==> src/rtl/add_cla_serial_ctrl_pkg.sv <==
// Shared constants and state type for the serial carry-lookahead add/sub
// controller.
package add_cla_serial_ctrl_pkg;

  // Bits processed per cycle by the lookahead slice.
  localparam int NIBBLE = 4;

  // State encodings, kept as constants so other blocks can decode them.
  localparam logic [1:0] ST_IDLE = 2'd0;
  localparam logic [1:0] ST_RUN  = 2'd1;
  localparam logic [1:0] ST_DONE = 2'd2;

  typedef enum logic [1:0] {
    IDLE = ST_IDLE,
    RUN  = ST_RUN,
    DONE = ST_DONE
  } state_t;

endpackage

==> src/rtl/add_cla_serial_ctrl_cla4.sv <==
// 4-bit carry-lookahead adder slice. All carries are formed directly from
// the bit generate/propagate terms, so there is no ripple inside the nibble.
module add_cla_serial_ctrl_cla4 (
  input  logic [3:0] iA,
  input  logic [3:0] iB,
  input  logic       iC,
  output logic [3:0] oS,
  output logic       oC,
  output logic       oG,
  output logic       oP
);

  logic [3:0] g;
  logic [3:0] p;
  logic [3:0] c;

  assign g = iA & iB;
  assign p = iA ^ iB;

  assign c[0] = iC;
  assign c[1] = g[0] | (p[0] & iC);
  assign c[2] = g[1] | (p[1] & g[0]) | (p[1] & p[0] & iC);
  assign c[3] = g[2] | (p[2] & g[1]) | (p[2] & p[1] & g[0])
              | (p[2] & p[1] & p[0] & iC);

  // Group terms let a wider tree chain slices; the carry out reuses them.
  assign oG = g[3] | (p[3] & g[2]) | (p[3] & p[2] & g[1])
            | (p[3] & p[2] & p[1] & g[0]);
  assign oP = &p;
  assign oC = oG | (oP & iC);

  assign oS = p ^ c;

endmodule

==> src/rtl/add_cla_serial_ctrl.sv <==
// WIDTH-bit add/subtract built by running one 4-bit lookahead slice over
// WIDTH/4 cycles, least-significant nibble first, with the carry registered
// between nibbles. Valid/ready handshakes on operand and result sides.
module add_cla_serial_ctrl
  import add_cla_serial_ctrl_pkg::*;
#(
  parameter int WIDTH = 24
) (
  input  logic             iClk,
  input  logic             iRst_n,
  input  logic             iValid,
  output logic             oReady,
  input  logic [WIDTH-1:0] iA,
  input  logic [WIDTH-1:0] iB,
  input  logic             iSub,
  output logic             oValid,
  input  logic             iReady,
  output logic [WIDTH-1:0] oS,
  output logic             oC,
  output logic             oZero
);

  localparam int NSLICE = WIDTH / NIBBLE;
  localparam int CW     = (NSLICE > 1) ? $clog2(NSLICE) : 1;
  localparam logic [CW-1:0] CNT_LAST = CW'(NSLICE - 1);

  state_t           state;
  state_t           state_nxt;
  logic [WIDTH-1:0] r_a;
  logic [WIDTH-1:0] r_b;
  logic [WIDTH-1:0] r_s;
  logic             r_cy;
  logic [CW-1:0]    cnt;
  logic [WIDTH-1:0] s_q;
  logic             c_q;
  logic             z_q;

  logic [NIBBLE-1:0] slice_sum;
  logic              slice_co;
  logic              slice_g;
  logic              slice_p;
  logic              unused_gp;
  logic              accept;
  logic              last;
  logic [WIDTH-1:0]  s_shift;

  add_cla_serial_ctrl_cla4 u_slice (
    .iA (r_a[NIBBLE-1:0]),
    .iB (r_b[NIBBLE-1:0]),
    .iC (r_cy),
    .oS (slice_sum),
    .oC (slice_co),
    .oG (slice_g),
    .oP (slice_p)
  );

  // Group generate/propagate are not needed when the slice is time-shared.
  assign unused_gp = slice_g ^ slice_p;

  assign accept  = iValid && (state == IDLE);
  assign last    = (state == RUN) && (cnt == CNT_LAST);
  assign s_shift = {slice_sum, r_s[WIDTH-1:NIBBLE]};

  // State register.
  always_ff @(posedge iClk or negedge iRst_n) begin
    if (!iRst_n) begin
      state <= IDLE;
    end else begin
      // NOTE: sequential state uses <= so every flop samples pre-edge values.
      state <= state_nxt;
    end
  end

  // Next-state decode; handshakes move the sequencer between phases.
  always_comb begin
    // NOTE: default first so no path leaves state_nxt unassigned (no latch).
    state_nxt = state;
    unique case (state)
      IDLE:    if (iValid)            state_nxt = RUN;
      RUN:     if (cnt == CNT_LAST)   state_nxt = DONE;
      DONE:    if (iReady)            state_nxt = IDLE;
      default:                        state_nxt = IDLE;
    endcase
  end

  // Operand capture and one nibble of arithmetic per RUN cycle.
  always_ff @(posedge iClk or negedge iRst_n) begin
    if (!iRst_n) begin
      r_a  <= '0;
      r_b  <= '0;
      r_s  <= '0;
      r_cy <= 1'b0;
      cnt  <= '0;
    end else if (accept) begin
      // Subtract is A + ~B + 1: invert B here and seed the carry with 1.
      r_a  <= iA;
      r_b  <= iB ^ {WIDTH{iSub}};
      r_cy <= iSub;
      cnt  <= '0;
    end else if (state == RUN) begin
      r_s  <= s_shift;
      r_a  <= r_a >> NIBBLE;
      r_b  <= r_b >> NIBBLE;
      r_cy <= slice_co;
      if (!last) begin
        cnt <= cnt + 1'b1;
      end
    end
  end

  // Result registers load on the final nibble and then hold, so the outputs
  // stay stable under backpressure and keep their value after retirement.
  always_ff @(posedge iClk or negedge iRst_n) begin
    if (!iRst_n) begin
      s_q <= '0;
      c_q <= 1'b0;
      z_q <= 1'b0;
    end else if (last) begin
      s_q <= s_shift;
      c_q <= slice_co;
      z_q <= (s_shift == '0);
    end
  end

  assign oReady = (state == IDLE);
  assign oValid = (state == DONE);
  assign oS     = s_q;
  assign oC     = c_q;
  assign oZero  = z_q;

endmodule

==> config.mk <==
export PLATFORM = sky130hd
export DESIGN_NAME = add_cla_serial_ctrl
export DESIGN_NICKNAME = d
export VERILOG_FILES = /design/src/rtl/add_cla_serial_ctrl_pkg.sv /design/src/rtl/add_cla_serial_ctrl_cla4.sv /design/src/rtl/add_cla_serial_ctrl.sv
export SDC_FILE = /design/constraint.sdc
export NUM_CORES = 1
export LEC_CHECK = 0
export BUFFER_PORTS_ARGS = -buffer_cell sky130_fd_sc_hd__buf_2
export CAP_MARGIN = 30
export CORE_MARGIN = 10
export CORE_UTILIZATION = 30
export CTS_BUF_LIST = sky130_fd_sc_hd__clkbuf_4
export DETAILED_ROUTE_END_ITERATION = 16
export GPL_ROUTABILITY_DRIVEN = 0
export PLACE_DENSITY = 0.55
export SLEW_MARGIN = 25
export SYNTH_ARGS = -nofsm -noshare
export SYNTH_HDL_FRONTEND = slang
export SYNTH_SLANG_ARGS = --single-unit
==> constraint.sdc <==
create_clock -name iClk -period 3.3 [get_ports iClk]
set_input_delay 0.165 -clock iClk [delete_from_list [all_inputs] [get_ports iClk]]
set_output_delay 0.165 -clock iClk [all_outputs]
set_load 0.005 [all_outputs]
==> flow_metrics.tcl <==
set metrics [dict create \
    die_w_microns 140.3 \
    layoutNonFillerInstCount 692 \
    max_cap_violations 0 \
    crit_required_ns 3.68 \
    grt_pass1_vias 3384 \
    critPathMaxFanout 60 \
    crit_arrival_ns 2.45 \
    ys.flop_type "dfrtp_1" \
    ctsHtreeMaxLevel 3 \
    clockBufferDepth 2 \
    syn_area_sq_mm 0.004339 \
    crit_family "simple AND/OR/NAND/NOR gates" \
    drive_gt1_share_pct 21.14 \
    tightest_slew_ns 0.9146 \
    syn-instance-count 405 \
    drt_iter0_drc 191 \
    vdd_drop_max_uv 433.4 \
    layout.nets 566 \
    p_total_mw 4.663 \
    nFillCells 1376 \
    drv_slew 0 \
    cpPeakStageDelay_ns 0.79 \
    io_buffers 80 \
    synth.distinct_cells 33 \
    critPathBufInv 1 \
    fin_skew_ns 0.01165 \
    avgSynthCellArea_sq_um 10.71 \
    syn_to_final_growth_pct 24.45 \
    crit_type "flop to flop" \
    cts_buffers 9 \
    power.density_mw_per_mm2 863.4 \
    fin_tns_setup_ns 0 \
    grt_overflow 0 \
    yosysSeqAreaShare_pct 57.67 \
    cp-start-kind "flop" \
    cp-end-kind "flop" \
    dp.cells 645 \
    grt_antenna_before_repair 1 \
    max_freq_mhz 481.7 \
    crit_chain "nor2b_4, buf_4, nor2_4, a221o_1" \
    grt_usage_pct 10.66 \
    rows 43 \
    finalSetupViolations 0 \
    fin_util_pct 38.46 \
    status "complete, no violations" \
    grt_max_degree 61 \
    rsz0062_at_grt "no" \
    ant_nets 0 \
    clkTransAtPathRegs_ns 0.15 \
    die_h_microns 140.3 \
    dr.pass1.iters 5 \
    pin_count 81 \
    synthesis.nets 465 \
    viasPerCell 4.672 \
    cts_setup_buffers 0 \
    synth-seq-cells 100 \
    start_util_pct 30.90 \
    cts_tree "done" \
    wl_per_cell_microns 14.90 \
    worst_path_max_delay_cell "nor2_4" \
    post-route-drc-count 0 \
    cts_root_buf "clkbuf_4" \
    hold-worst-slack_ns 0.06323 \
    synth_edf_count 0 \
    hpwlAfterDp_microns 7232 \
    yosysWarnings 0 \
    hold_viol_final 0 \
    worst_hold_path_type "primary input to flop" \
    p_leak_nw 2.639 \
    drt_wl_total_microns 10310 \
    coreArea_sq_mm 0.01404 \
    clock_latency_ns 0.44 \
    timing.final.crit_period_ns 2.076 \
    clock-sinks 100 \
    min_period_over_period_pct 62.91 \
    dieArea_sq_mm 0.01967 \
    vias 3233 \
    slew_headroom_pct 38.88 \
    synthArstFlopShare_pct 100.0 \
    grt_pass1_wl_microns 17460 \
]
==> final cells by class <==
cell class	count	area, sq um	share of cell area (%)
well taps	180	225.2	4.171
inverters	5	18.77	0.3475
clock inverters	7	90.09	1.668
flip-flops and latches	100	2502	46.34
repair buffers	116	768.2	14.23
multi-input cells	274	1725	31.95
diodes	1	2.502	0.04634
clock buffers	9	67.56	1.251
==> per-stage QoR <==
stage / setup slack [ns] / instance area (sq um)
after floorplan: 1.687 / 4339
after global placement: 1.258 / 4912
after detailed placement: 1.211 / 4940
after CTS: 1.219 / 5398
after global routing: 1.031 / 5400
final: 1.224 / 5400
==> what timing repair did <==
item / 4_1_cts / 5_1_grt
endpoints found under the hold margin: 68 / 0
hold buffers: 30 / 0
endpoints found under the setup margin: 0 / 0
gates resized for setup: 0 / 0
==> cell usage after synthesis, types with 5 or more instances <==
cell type / number / area (sq um)
nor2_1: 25 / 93.84
clkbuf_1: 11 / 41.29
inv_1: 5 / 18.77
mux2_1: 18 / 202.7
a221o_1: 21 / 210.2
dfrtp_1: 100 / 2502
o21ai_0: 19 / 95.09
xnor2_1: 26 / 227.7
a22oi_1: 20 / 150.1
nand2_1: 105 / 394.1
ha_1: 6 / 75.07
buf_2: 13 / 65.06
==> per-layer routing <==
metal  track usage [%]  up-vias  part of all wire, %
met5                 0        -                    0
met4             2.663        0                  1.1
met3             3.381       11                  5.7
met2             16.60       76                   47
met1             13.97     1554                   47
li1                  -     1592                    -
==> where the power goes <==
group | switching, mW | internal (mW)
Sequential | 0.381 | 1.76
Clock | 0.401 | 0.306
Combinational | 1.02 | 0.796
Total | 1.81 | 2.86
==> flip-flops by register name, summed over array words and instances, names as in the netlist, 2 cells and up <==
| signal | cells |
|---|---|
| r_a | 24 |
| r_b | 24 |
| cnt | 3 |
| r_s | 20 |
| oS | 24 |
| state | 2 |
==> tightest hold or removal path, cell delays in order <==
cell and delay, ns:
buf_2 0.09, xnor2_1 0.05, nor2_1 0.08, a221o_1 0.10
==> worst paths after layout <==
path,startpoint,end,slack (ns),cells after the start
worst max-delay path,state[0]$_DFFE_PN0P_,r_b[2]$_DFFE_PN0P_,1.22,4
worst min-delay path,iB[15],r_b[15]$_DFFE_PN0P_,0.06,4
worst max register to register,state[0]$_DFFE_PN0P_,r_b[2]$_DFFE_PN0P_,1.22,4
worst min register to register,r_a[6]$_DFFE_PN0P_,r_a[6]$_DFFE_PN0P_,0.50,2
max in group asynchronous,iRst_n,r_b[2]$_DFFE_PN0P_,2.17,4
min in group asynchronous,iRst_n,r_s[16]$_DFFE_PN0P_,0.24,2
==> kinds of logic after synthesis <==
| logic type | after synthesis | share of synthesized area, % |
|---|---|---|
| simple gates | 150 | 14.33 |
| flops | 100 | 57.67 |
| compound gates | 69 | 11.91 |
| buf+inv | 31 | 3.057 |
| xor+xnor | 28 | 5.652 |
| mux | 20 | 5.190 |
| fa+ha+maj | 7 | 2.191 |
==> placed cells by master (no fill, tap or decap), types with 2 or more instances in the layout <==
| master | instances |
|---|---|
| a21o_1 | 2 |
| nor2_1 | 24 |
| xor2_1 | 2 |
| a221o_1 | 21 |
| clkbuf_4 | 9 |
| a21oi_1 | 4 |
| nand2b_1 | 2 |
| nand2_1 | 105 |
| clkinv_1 | 2 |
| buf_2 | 79 |
| inv_1 | 5 |
| bufinv_16 | 2 |
| mux2_1 | 18 |
| o21ai_0 | 19 |
| buf_4 | 6 |
| xnor2_1 | 26 |
| nor3_1 | 2 |
| a22oi_1 | 20 |
| dlygate4sd3_1 | 30 |
| ha_1 | 6 |
| nand3_1 | 4 |
| nor4_1 | 4 |
| mux2_2 | 2 |
| dfrtp_1 | 100 |
No activity file was read; power rests on OpenSTA's default activity.
